### config.mk
export PLATFORM = sky130hd
export DESIGN_NAME = decimate_avg
export DESIGN_NICKNAME = d
export VERILOG_FILES = /design/src/rtl/decimate_avg.sv
export SDC_FILE = /design/constraint.sdc
export NUM_CORES = 1
export LEC_CHECK = 0
export CORE_MARGIN = 2
export CORE_UTILIZATION = 25
export DETAILED_ROUTE_END_ITERATION = 10
export HOLD_SLACK_MARGIN = 0.1
export MAX_ROUTING_LAYER = met4
export PLACE_DENSITY_LB_ADDON = 0.08
export REMOVE_ABC_BUFFERS = 1
export SLEW_MARGIN = 25
export SYNTH_ARGS = -nofsm -noshare
export SYNTH_HDL_FRONTEND = slang
export SYNTH_SLANG_ARGS = --single-unit
### constraint.sdc
create_clock -name clk_i -period 6.17 [get_ports clk_i]
set_input_delay 1.234 -clock clk_i [delete_from_list [all_inputs] [get_ports clk_i]]
set_output_delay 1.234 -clock clk_i [all_outputs]
set_load 0.02 [all_outputs]
### src/rtl/decimate_avg.sv
// decimate_avg: averages each non-overlapping window of 2**log2_decim_p
// accepted signed samples and emits one result per window over valid/ready.
// Optional macro DECIMATE_AVG_ROUND_EN: round half toward +inf with clamp to
// max positive; when undefined the result is a plain floor (arithmetic shift).
// Ports:
//   clk_i    clock, rising edge
//   reset_i  synchronous active-high reset
//   valid_i  upstream sample valid
//   data_i   upstream sample (signed, width_p)
//   ready_o  block can accept data_i (combinational from ready_i)
//   valid_o  averaged result valid
//   data_o   averaged result (signed, width_p)
//   ready_i  downstream can accept data_o
module decimate_avg #(
  parameter int unsigned width_p      = 10,
  parameter int unsigned log2_decim_p = 2
) (
  input  logic                      clk_i,
  input  logic                      reset_i,
  input  logic                      valid_i,
  input  logic signed [width_p-1:0] data_i,
  output logic                      ready_o,
  output logic                      valid_o,
  output logic signed [width_p-1:0] data_o,
  input  logic                      ready_i
);

  localparam int unsigned acc_w = width_p + log2_decim_p;
  // Keep the counter at least one bit wide so N = 1 still elaborates.
  localparam int unsigned cnt_w = (log2_decim_p == 0) ? 1 : log2_decim_p;
  localparam logic [cnt_w-1:0] last_cnt = cnt_w'((1 << log2_decim_p) - 1);

  logic signed [acc_w-1:0]   acc_q;
  logic        [cnt_w-1:0]   cnt_q;
  logic signed [acc_w-1:0]   sum;
  logic signed [width_p-1:0] result;
  logic                      is_final;
  logic                      accept;

  assign is_final = (cnt_q == last_cnt);
  assign ready_o  = ~is_final | ~valid_o | ready_i;
  assign accept   = valid_i & ready_o;
  assign sum      = acc_q + acc_w'(data_i);

`ifdef DECIMATE_AVG_ROUND_EN
  localparam logic signed [acc_w:0] rnd_add =
    (acc_w+1)'((log2_decim_p == 0) ? 0 : (1 << (log2_decim_p - 1)));
  localparam logic signed [acc_w:0] max_pos =
    (acc_w+1)'((1 << (width_p - 1)) - 1);

  logic signed [acc_w:0] rnd_sum;
  logic signed [acc_w:0] rnd_shift;

  // Extra headroom bit so the rounding add cannot wrap; only the top can overflow.
  always_comb begin
    rnd_sum   = (acc_w+1)'(sum) + rnd_add;
    rnd_shift = rnd_sum >>> log2_decim_p;
    result    = (rnd_shift > max_pos) ? width_p'(max_pos) : width_p'(rnd_shift);
  end
`else
  logic signed [acc_w-1:0] flr_shift;

  // Floor average; the shifted sum always fits back in width_p bits.
  always_comb begin
    flr_shift = sum >>> log2_decim_p;
    result    = width_p'(flr_shift);
  end
`endif

  // Window accumulation and output register.
  always_ff @(posedge clk_i) begin
    if (reset_i) begin
      acc_q   <= '0;
      cnt_q   <= '0;
      valid_o <= 1'b0;
      data_o  <= '0;
    end else begin
      if (valid_o & ready_i) begin
        valid_o <= 1'b0;
      end
      if (accept) begin
        if (is_final) begin
          data_o  <= result;
          valid_o <= 1'b1;
          acc_q   <= '0;
          cnt_q   <= '0;
        end else begin
          acc_q <= sum;
          cnt_q <= cnt_q + cnt_w'(1);
        end
      end
    end
  end

endmodule

======== Word level (Yosys, flattened, before mapping) ========
Index checks and enable logic that the tools add are counted.
storage, ports and cells
  logic and storage cells ................. 19
  bits in registers ....................... 25
  output and inout port bits .............. 12
  input bits .............................. 14
cells by class
  reduce and logical (&&, ||, !) cells .... 1
  equal/unequal tests ..................... 1
  mux-type cells .......................... 5
  $add $sub $neg .......................... 2
  bitwise gates (word level) .............. 6
operator list
  operator                                                       count
  12-bit by 10-bit adder with 12-bit output                      1
  12-bit 2-to-1 mux                                              1
  1-bit 2-to-1 mux                                               3
  2-bit by 1-bit adder with 2-bit output, second input constant  1
  1-bit bitwise AND                                              2
  2-bit == test, second input constant                           1
  2-bit 2-to-1 mux                                               1
  1-bit NOT                                                      2
  1-bit bitwise OR                                               2
  2-bit AND reduction                                            1

======== Longest topological paths before layout ========
Gate-level depths: netlist of the first run.
  depth after elaboration ................. 6
  gate-level depth with buffers ........... 9
  mapped depth without buffers ............ 9

======== Least setup slack after synthesis of the first run ========
Ideal clock, no wire load.
  path type ............................... in2reg
  from .................................... input port data_i[0]
  to ...................................... register data_o[6]
  path buffers ............................ 0
  library setup time ...................... 0.058 ns
  stages on the path ...................... 9
  data arrival time ....................... 2.922 ns
  data required time ...................... 6.112 ns
  path slack .............................. 3.189 ns
  path through ............................ ha_1 > inv_1 > fa_1 > and2b_1 > o211ai_1 > a21boi_1 > o211ai_1 > a2111oi_0 > a211o_1
on the way
  longest elaborated chain between the ends .. 1
RTL lines
  element                                    RTL line  text
  from (decl)                                21        input logic signed [width_p-1:0] data_i,
  12-bit by 10-bit adder with 12-bit output  43        assign sum = acc_q + acc_w'(data_i);
  to (signal assigned)                       83        data_o <= result;
  to (decl)                                  24        output logic signed [width_p-1:0] data_o,
No other way between the ends.
A chain may end at the register's enable or synchronous reset.

======== Final worst setup path of the first run ========
  from .................................... input port ready_i
  to ...................................... output port ready_o
on the way
  longest elaborated chain between the ends .. 1
RTL lines
  element           RTL line  text
  from (decl)       25        input logic ready_i
  1-bit bitwise OR  41        assign ready_o = ~is_final | ~valid_o | ready_i;
  to (decl)         22        output logic ready_o,
No other way between the ends.

==> results.md, run 1 <==
- Reg-to-reg critical path endpoint: data_o[6]
- Fmax: 0.2664 GHz
- Leak Pwr: 0.7132 nW
- Slew Limit Fails: 0
- Worst r2r src: acc_q[0]
- Critical path endpoint: ready_o
- Crit path DAT: 2520 ps
- Post-Syn Area: 1508 sq um
- Simple logic cell fraction of the synthesized area: 21.99%
- Slew HR: 49.89%
- Gpl congestion: 0.7820
- Total power: 0.4007 mW
- Initial antenna violation count: 0
- Status: finished clean
- Synth Area in XOR/XNOR: 4.979%
- Die Width: 81.66 microns
- DR DRC count: 0
- Post-synth top area cell: dfxtp_1
- CTS tree: built
- Max FO, Critical Path: 5
- Worst-margin pin slew: 750.1 ps
- Layout Nets: 224
- Clock transition at path regs: 90 ps
- Post-CTS setup buffer count: 0
- Root buffer cell: clkbuf_8
- Final setup vio count: 0
- CORE AREA: 5886 sq um
- CTS Buf Count: 3
- Final Cell Area: 1866 sq um
- Clock tree buffer depth: 2
- Worst Reg2Reg Path Length in Cells: 9
- WL final: 3599 microns
- Stages on worst setup path: 3
- Pwr dens: 214.8 nW/um^2
- Required @ worst endpoint: 4940 ps
- Htree depth: 1
- Worst skew pair latency: 270 ps
- Switch share: 31.17%
- Post-CTS Hold Buffers: 0
- Number of global-route vias before repair: 1283
- Int Power: 0.2758 mW
- CP endpoint kind: primary output
- P&R area growth vs syn: 23.73%
- Mux share of post-synthesis cell area: 0.7469%
- Placed Cells: 267
- Clk network pwr share: 25.0%
- Share of flip-flops with an asynchronous set or reset: 0%
- Clk sinks: 25
- Max_cap viols: 0
- Register area share after synthesis: 33.20%
- DR vias/cell: 4.801
- Row count: 28
- Critical setup path kind: in -> out
- CP most frequent cell: clkdlybuf4s50_1
- CP max stage cell: clkdlybuf4s50_1
- Top cell type's share of synthesized area: 33.20%
- Register bit total from synthesis: 25
- WL/cell: 13.28 microns
- Mapped Avg Cell Area: 8.665 sq um
- Synth Area in Compound Gates: 23.90%
- Crit path largest cell delay: 640 ps
- Final ANT Viol Nets: 0
- Synthesized instance count: 174
- Sum of negative setup slack: 0 ps
- Largest net degree at the start of global routing: 27
- RSZ-0062 raised after global routing: no
- Total GRT Usage: 12.17%
- CP startpoint kind: primary input
- Most frequent cells in the layout: 25 x dfxtp_1, 25 x clkdlybuf4s50_1, 18 x nand2_1, 18 x a21oi_1, 15 x nor2_1
- Post_cts resized: 0
- Endpoints failing hold: 0
- First-pass GRT wire length: 5982 microns
- R2R setup slack: 3830 ps
- Post-synth EDFFs: 0
- Seq pwr share: 45.0%
- Port Buffer Count: 25
- Initial DRC Count: 60
- Synth Warn #: 0
- Family with the most delay on the worst path: buffers and inverters
- Via Count: 1301
- GRT overflow: 0
- Clock skew: 3.665 ps
- Min cycle time layout: 3754 ps
- Post-DP HPWL: 2667 microns
- Post-DP Area: 1819 sq um
- Comb power frac: 30.0%
- Worst VDD drop: 0.07613 mV
- Diode count: 0
- Die height: 81.66 microns
- I/O Pins: 26
- CP Cell Sequence: clkdlybuf4s50_1 -> nand3b_1 -> clkdlybuf4s50_1
- Sw Pwr: 0.1249 mW
- Die footprint: 6668 sq um
- Netlist cell types: 48
- First-pass detailed-route iteration total: 4
- Final period util: 60.84%
- Synth area leaders: dfxtp_1 33%, ha_1 10%, a21oi_1 6.0%, nand2_1 4.5%, nor2_1 3.7%
- Top_reg_cell synth: dfxtp_1
- Min-Delay Path Class: reg -> reg
- Critical Path Source: ready_i
- Layout cells sized above 1: 6.633%
- Post-Synth Adder-Cell Area: 11.29%
- CP Buf/Inv Count: 2
- Final std cells w/o fill: 271
- Starting Density: 25.62%
- Largest family of logic cells by synthesized area: compound AO/OA/AOI/OAI gates
-- final cells by class --
class	instances	area, sq um
Inverter	5	18.77
Timing Repair Buffer	26	257.7
Clock buffer	3	41.29
Tap cell	75	93.84
Fill cell	640	4020
Clock inverter	1	5.005
Sequential cell	25	500.5
Multi-Input combinational cell	136	948.4
-- worst register-to-register path, cell delays in order, from the launching register on --
cell	delay, ps
dfxtp_1	350
ha_1	170
inv_1	60
fa_1	380
and2b_1	230
o211ai_1	90
a21boi_1	270
o211ai_1	160
a2111oi_0	420
a211o_1	150
-- cells by family after synthesis --
group,count (synthesis)
and+or+nand+nor,65
AOI/OAI and AO/OA,50
DFF,25
buffers and inverters,13
adders and majority gates,13
xor gates and xnor gates,7
muxes,1
-- power groups by stage --
stage                     clock network, mW  registers, mW  logic [mW]
after CTS                             0.105          0.180       0.121
after detailed placement                  0          0.184       0.121
after floorplan                           0          0.184      0.0882
final                                 0.100          0.180       0.120
after global routing                  0.114          0.182       0.136
after global placement                    0          0.184       0.120
-- layer usage --
layer  track usage, %  vias to the layer above  part of all wire, %
met5                -                        -                    0
met4            5.000                        0                  1.8
met3            1.758                        7                  3.3
met2            19.34                       25                   48
met1            15.52                      596                   47
li1                 -                      673                    -
-- flip-flops by register name, summed over array words and instances (netlist names) --
name and count:
cnt_q 2, data_o 10, acc_q 12, valid_o 1
-- worst min path at each step --
| stage | startpoint | to | slack, ps | cells past startpoint |
|---|---|---|---|---|
| detailed placement | data_o[2] | data_o[2] | 450 | 2 |
| global route | data_o[7] | data_o[7] | 470 | 2 |
| global placement | data_o[1] | data_o[1] | 450 | 2 |
| finish | data_o[2] | data_o[2] | 460 | 2 |
| CTS | data_o[2] | data_o[2] | 460 | 2 |
| floorplan | acc_q[0] | acc_q[0] | 430 | 2 |
-- stage by stage --
stage / hold WS [ps] / setup WS (ps) / util [%]
final: 456.8 / 2416 / 31.70
after global routing: 473.6 / 2353 / 31.70
after floorplan: 429.5 / 3185 / -
after global placement: 446.6 / 2439 / 30.91
after CTS: 458.7 / 2409 / 31.70
after detailed placement: 445.5 / 2413 / 30.91
-- cell usage after synthesis, types with 4 or more instances --
cell type   n
clkbuf_1    4
nor2_1     15
ha_1       12
nand3_1     6
a21oi_1    18
nand2_1    18
o211ai_1    4
nand3b_1    5
inv_1       5
o21ai_0     5
dfxtp_1    25
Power figures use the tool's default switching activity.
==> run 2: changes to the inputs <==
==> constraint.sdc (replaced) <==
create_clock -name clk_i -period 3 [get_ports clk_i]
set_input_delay 0.6 -clock clk_i [delete_from_list [all_inputs] [get_ports clk_i]]
set_output_delay 0.6 -clock clk_i [all_outputs]
set_load 0.02 [all_outputs]
==> run 2 against run 1 <==
Compared with the run above: sequential cell count is the same; utilization up 0.40 points; combinational power increased by 110%; clock-buffer cell count is the same; cell count grew 1.1%; clock skew up 0.98 ps; global-route usage is 0.67 points higher; critical path depth rose by 7; first-iteration DRC count is 18% lower; register-to-register slack got worse by 3200 ps; die area stayed put; non-clock buffer count is 3 higher.
==> results.md, run 2 (synthesis results as in run 1) <==
- Die height: 81.66 microns
- Diode count: 0
- Final setup vio count: 0
- Fmax: 0.3640 GHz
- CTS tree: built
- Finished Core Util: 32.10%
- Htree depth: 1
- Post-CTS setup buffer count: 0
- Clock tree buffer depth: 2
- Clock transition at path regs: 90 ps
- HP Start: data_o[2]
- Largest net degree at the start of global routing: 25
- Layout cells sized above 1: 8.040%
- Seq. cell area: 500.5 sq um
- WL/cell: 13.72 microns
- Pwr dens: 440.1 nW/um^2
- Placed Cells: 270
- Hold Path Stages: 2
- Max_cap viols: 0
- CP startpoint kind: primary input
- Crit path DAT: 2970 ps
- Status: finished clean
- Multi-input gate area: 949.7 sq um
- Critical setup path kind: in -> reg
- Slew HR: 54.69%
- Worst-margin pin slew: 679.6 ps
- WL final: 3760 microns
- First-pass detailed-route iteration total: 4
- CORE AREA: 5886 sq um
- First-pass GRT wire length: 6244 microns
- Required @ worst endpoint: 3220 ps
- Root buffer cell: clkbuf_8
- Gpl congestion: 0.7867
- Most frequent cells in the layout: 25 x dfxtp_1, 25 x clkdlybuf4s50_1, 18 x nand2_1, 18 x a21oi_1, 15 x nor2_1
- Number of flip-flops in the largest register: 12
- GRT overflow: 0
- Worst VDD drop: 0.1599 mV
- Initial antenna violation count: 0
- Reg-to-reg critical path endpoint: data_o[6]
- CP endpoint kind: register
- Worst skew pair latency: 270 ps
- DR vias/cell: 4.836
- Max FO, Critical Path: 3
- Fill count: 654
- Layout Nets: 227
- Leak Pwr: 0.7278 nW
- Row count: 28
- Final period util: 91.58%
- I/O Pins: 26
- Endpoints failing hold: 0
- CTS Buf Count: 3
- Die footprint: 6668 sq um
- Final std cells w/o fill: 274
- Total GRT Usage: 12.83%
- Clock skew: 4.648 ps
- Top Registers: acc_q (12), data_o (10), cnt_q (2)
- Number of global-route vias before repair: 1303
- Min-Delay Path Class: reg -> reg
- Die Width: 81.66 microns
- RSZ-0062 raised after global routing: no
- Starting Density: 25.62%
- Port Buffer Count: 25
- Clk sinks: 25
- Worst Reg2Reg Path Length in Cells: 9
- Post-DP HPWL: 2814 microns
- P&R area growth vs syn: 25.31%
- Final ANT Viol Nets: 0
- Slew Limit Fails: 0
- R2R setup slack: 680 ps
- DR DRC count: 0
- Worst r2r src: acc_q[0]
- Hold EP: data_o[2]
- Total power: 0.8314 mW
- Reg with most FFs: acc_q
- Initial DRC Count: 49
- Via Count: 1325
- Min cycle time layout: 2747 ps
-- run 2: changes by cell type in the layout (fill, tap and decap cells not counted) --
cell / before / now
a2111oi_0: 1 / 0
a2111oi_1: 0 / 1
buf_4: 1 / 4
-- run 2: through the flow --
step	instance area (sq um)	hold slack, ps	TNS (ps)	worst slack [ps]
after floorplan	1468	429.5	0	648.8
after CTS	1888	466.6	0	238.9
final	1889	462.1	0	252.6
after detailed placement	1842	452.0	-45.62	-45.62
after global placement	1842	446.0	-13.22	-13.22
after global routing	1889	488.6	0	87.80
-- run 2: worst max-delay path, stage by stage --
cell	delay (ps)
clkdlybuf4s50_1	460
ha_1	160
inv_1	50
fa_1	400
and2b_1	230
o211ai_1	90
a21boi_1	230
o211ai_1	160
a2111oi_1	440
a211o_1	140
-- run 2: power by group --
| part | leakage, nW | internal [mW] | switching [mW] |
|---|---|---|---|
| clock network | 0.0255 | 0.0932 | 0.115 |
| registers | 0.204 | 0.356 | 0.0149 |
| logic | 0.498 | 0.121 | 0.131 |
-- run 2: routing by layer --
| layer | vias to the layer above | track usage [%] | part of all wire (%) |
|---|---|---|---|
| met5 | - | - | 0 |
| met4 | 0 | 5.333 | 2.4 |
| met3 | 7 | 1.978 | 2.2 |
| met2 | 22 | 20.82 | 48 |
| met1 | 614 | 15.93 | 48 |
| li1 | 682 | - | - |
-- run 2: worst max path at each step --
stage / start / end
after floorplan: data_i[0] / data_o[6]
after global placement: data_i[0] / data_o[6]
after detailed placement: data_i[0] / data_o[6]
after CTS: data_i[0] / data_o[6]
after global routing: data_i[0] / data_o[6]
final: data_i[0] / data_o[6]
-- run 2: area by class of cell --
type	count	share of cell area (%)
Clock buffer	3	2.185
Inverter	5	0.9934
Multi-Input combinational cell	136	50.26
Tap cell	75	4.967
Timing Repair Buffer	29	14.83
Clock inverter	1	0.2649
Sequential cell	25	26.49
-- run 2: what timing repair did --
action | in CTS | in global routing
endpoints found under the hold margin | 0 | 0
setup endpoints to repair | 0 | 1
resized for setup | 0 | 1
hold buffers | 0 | 0
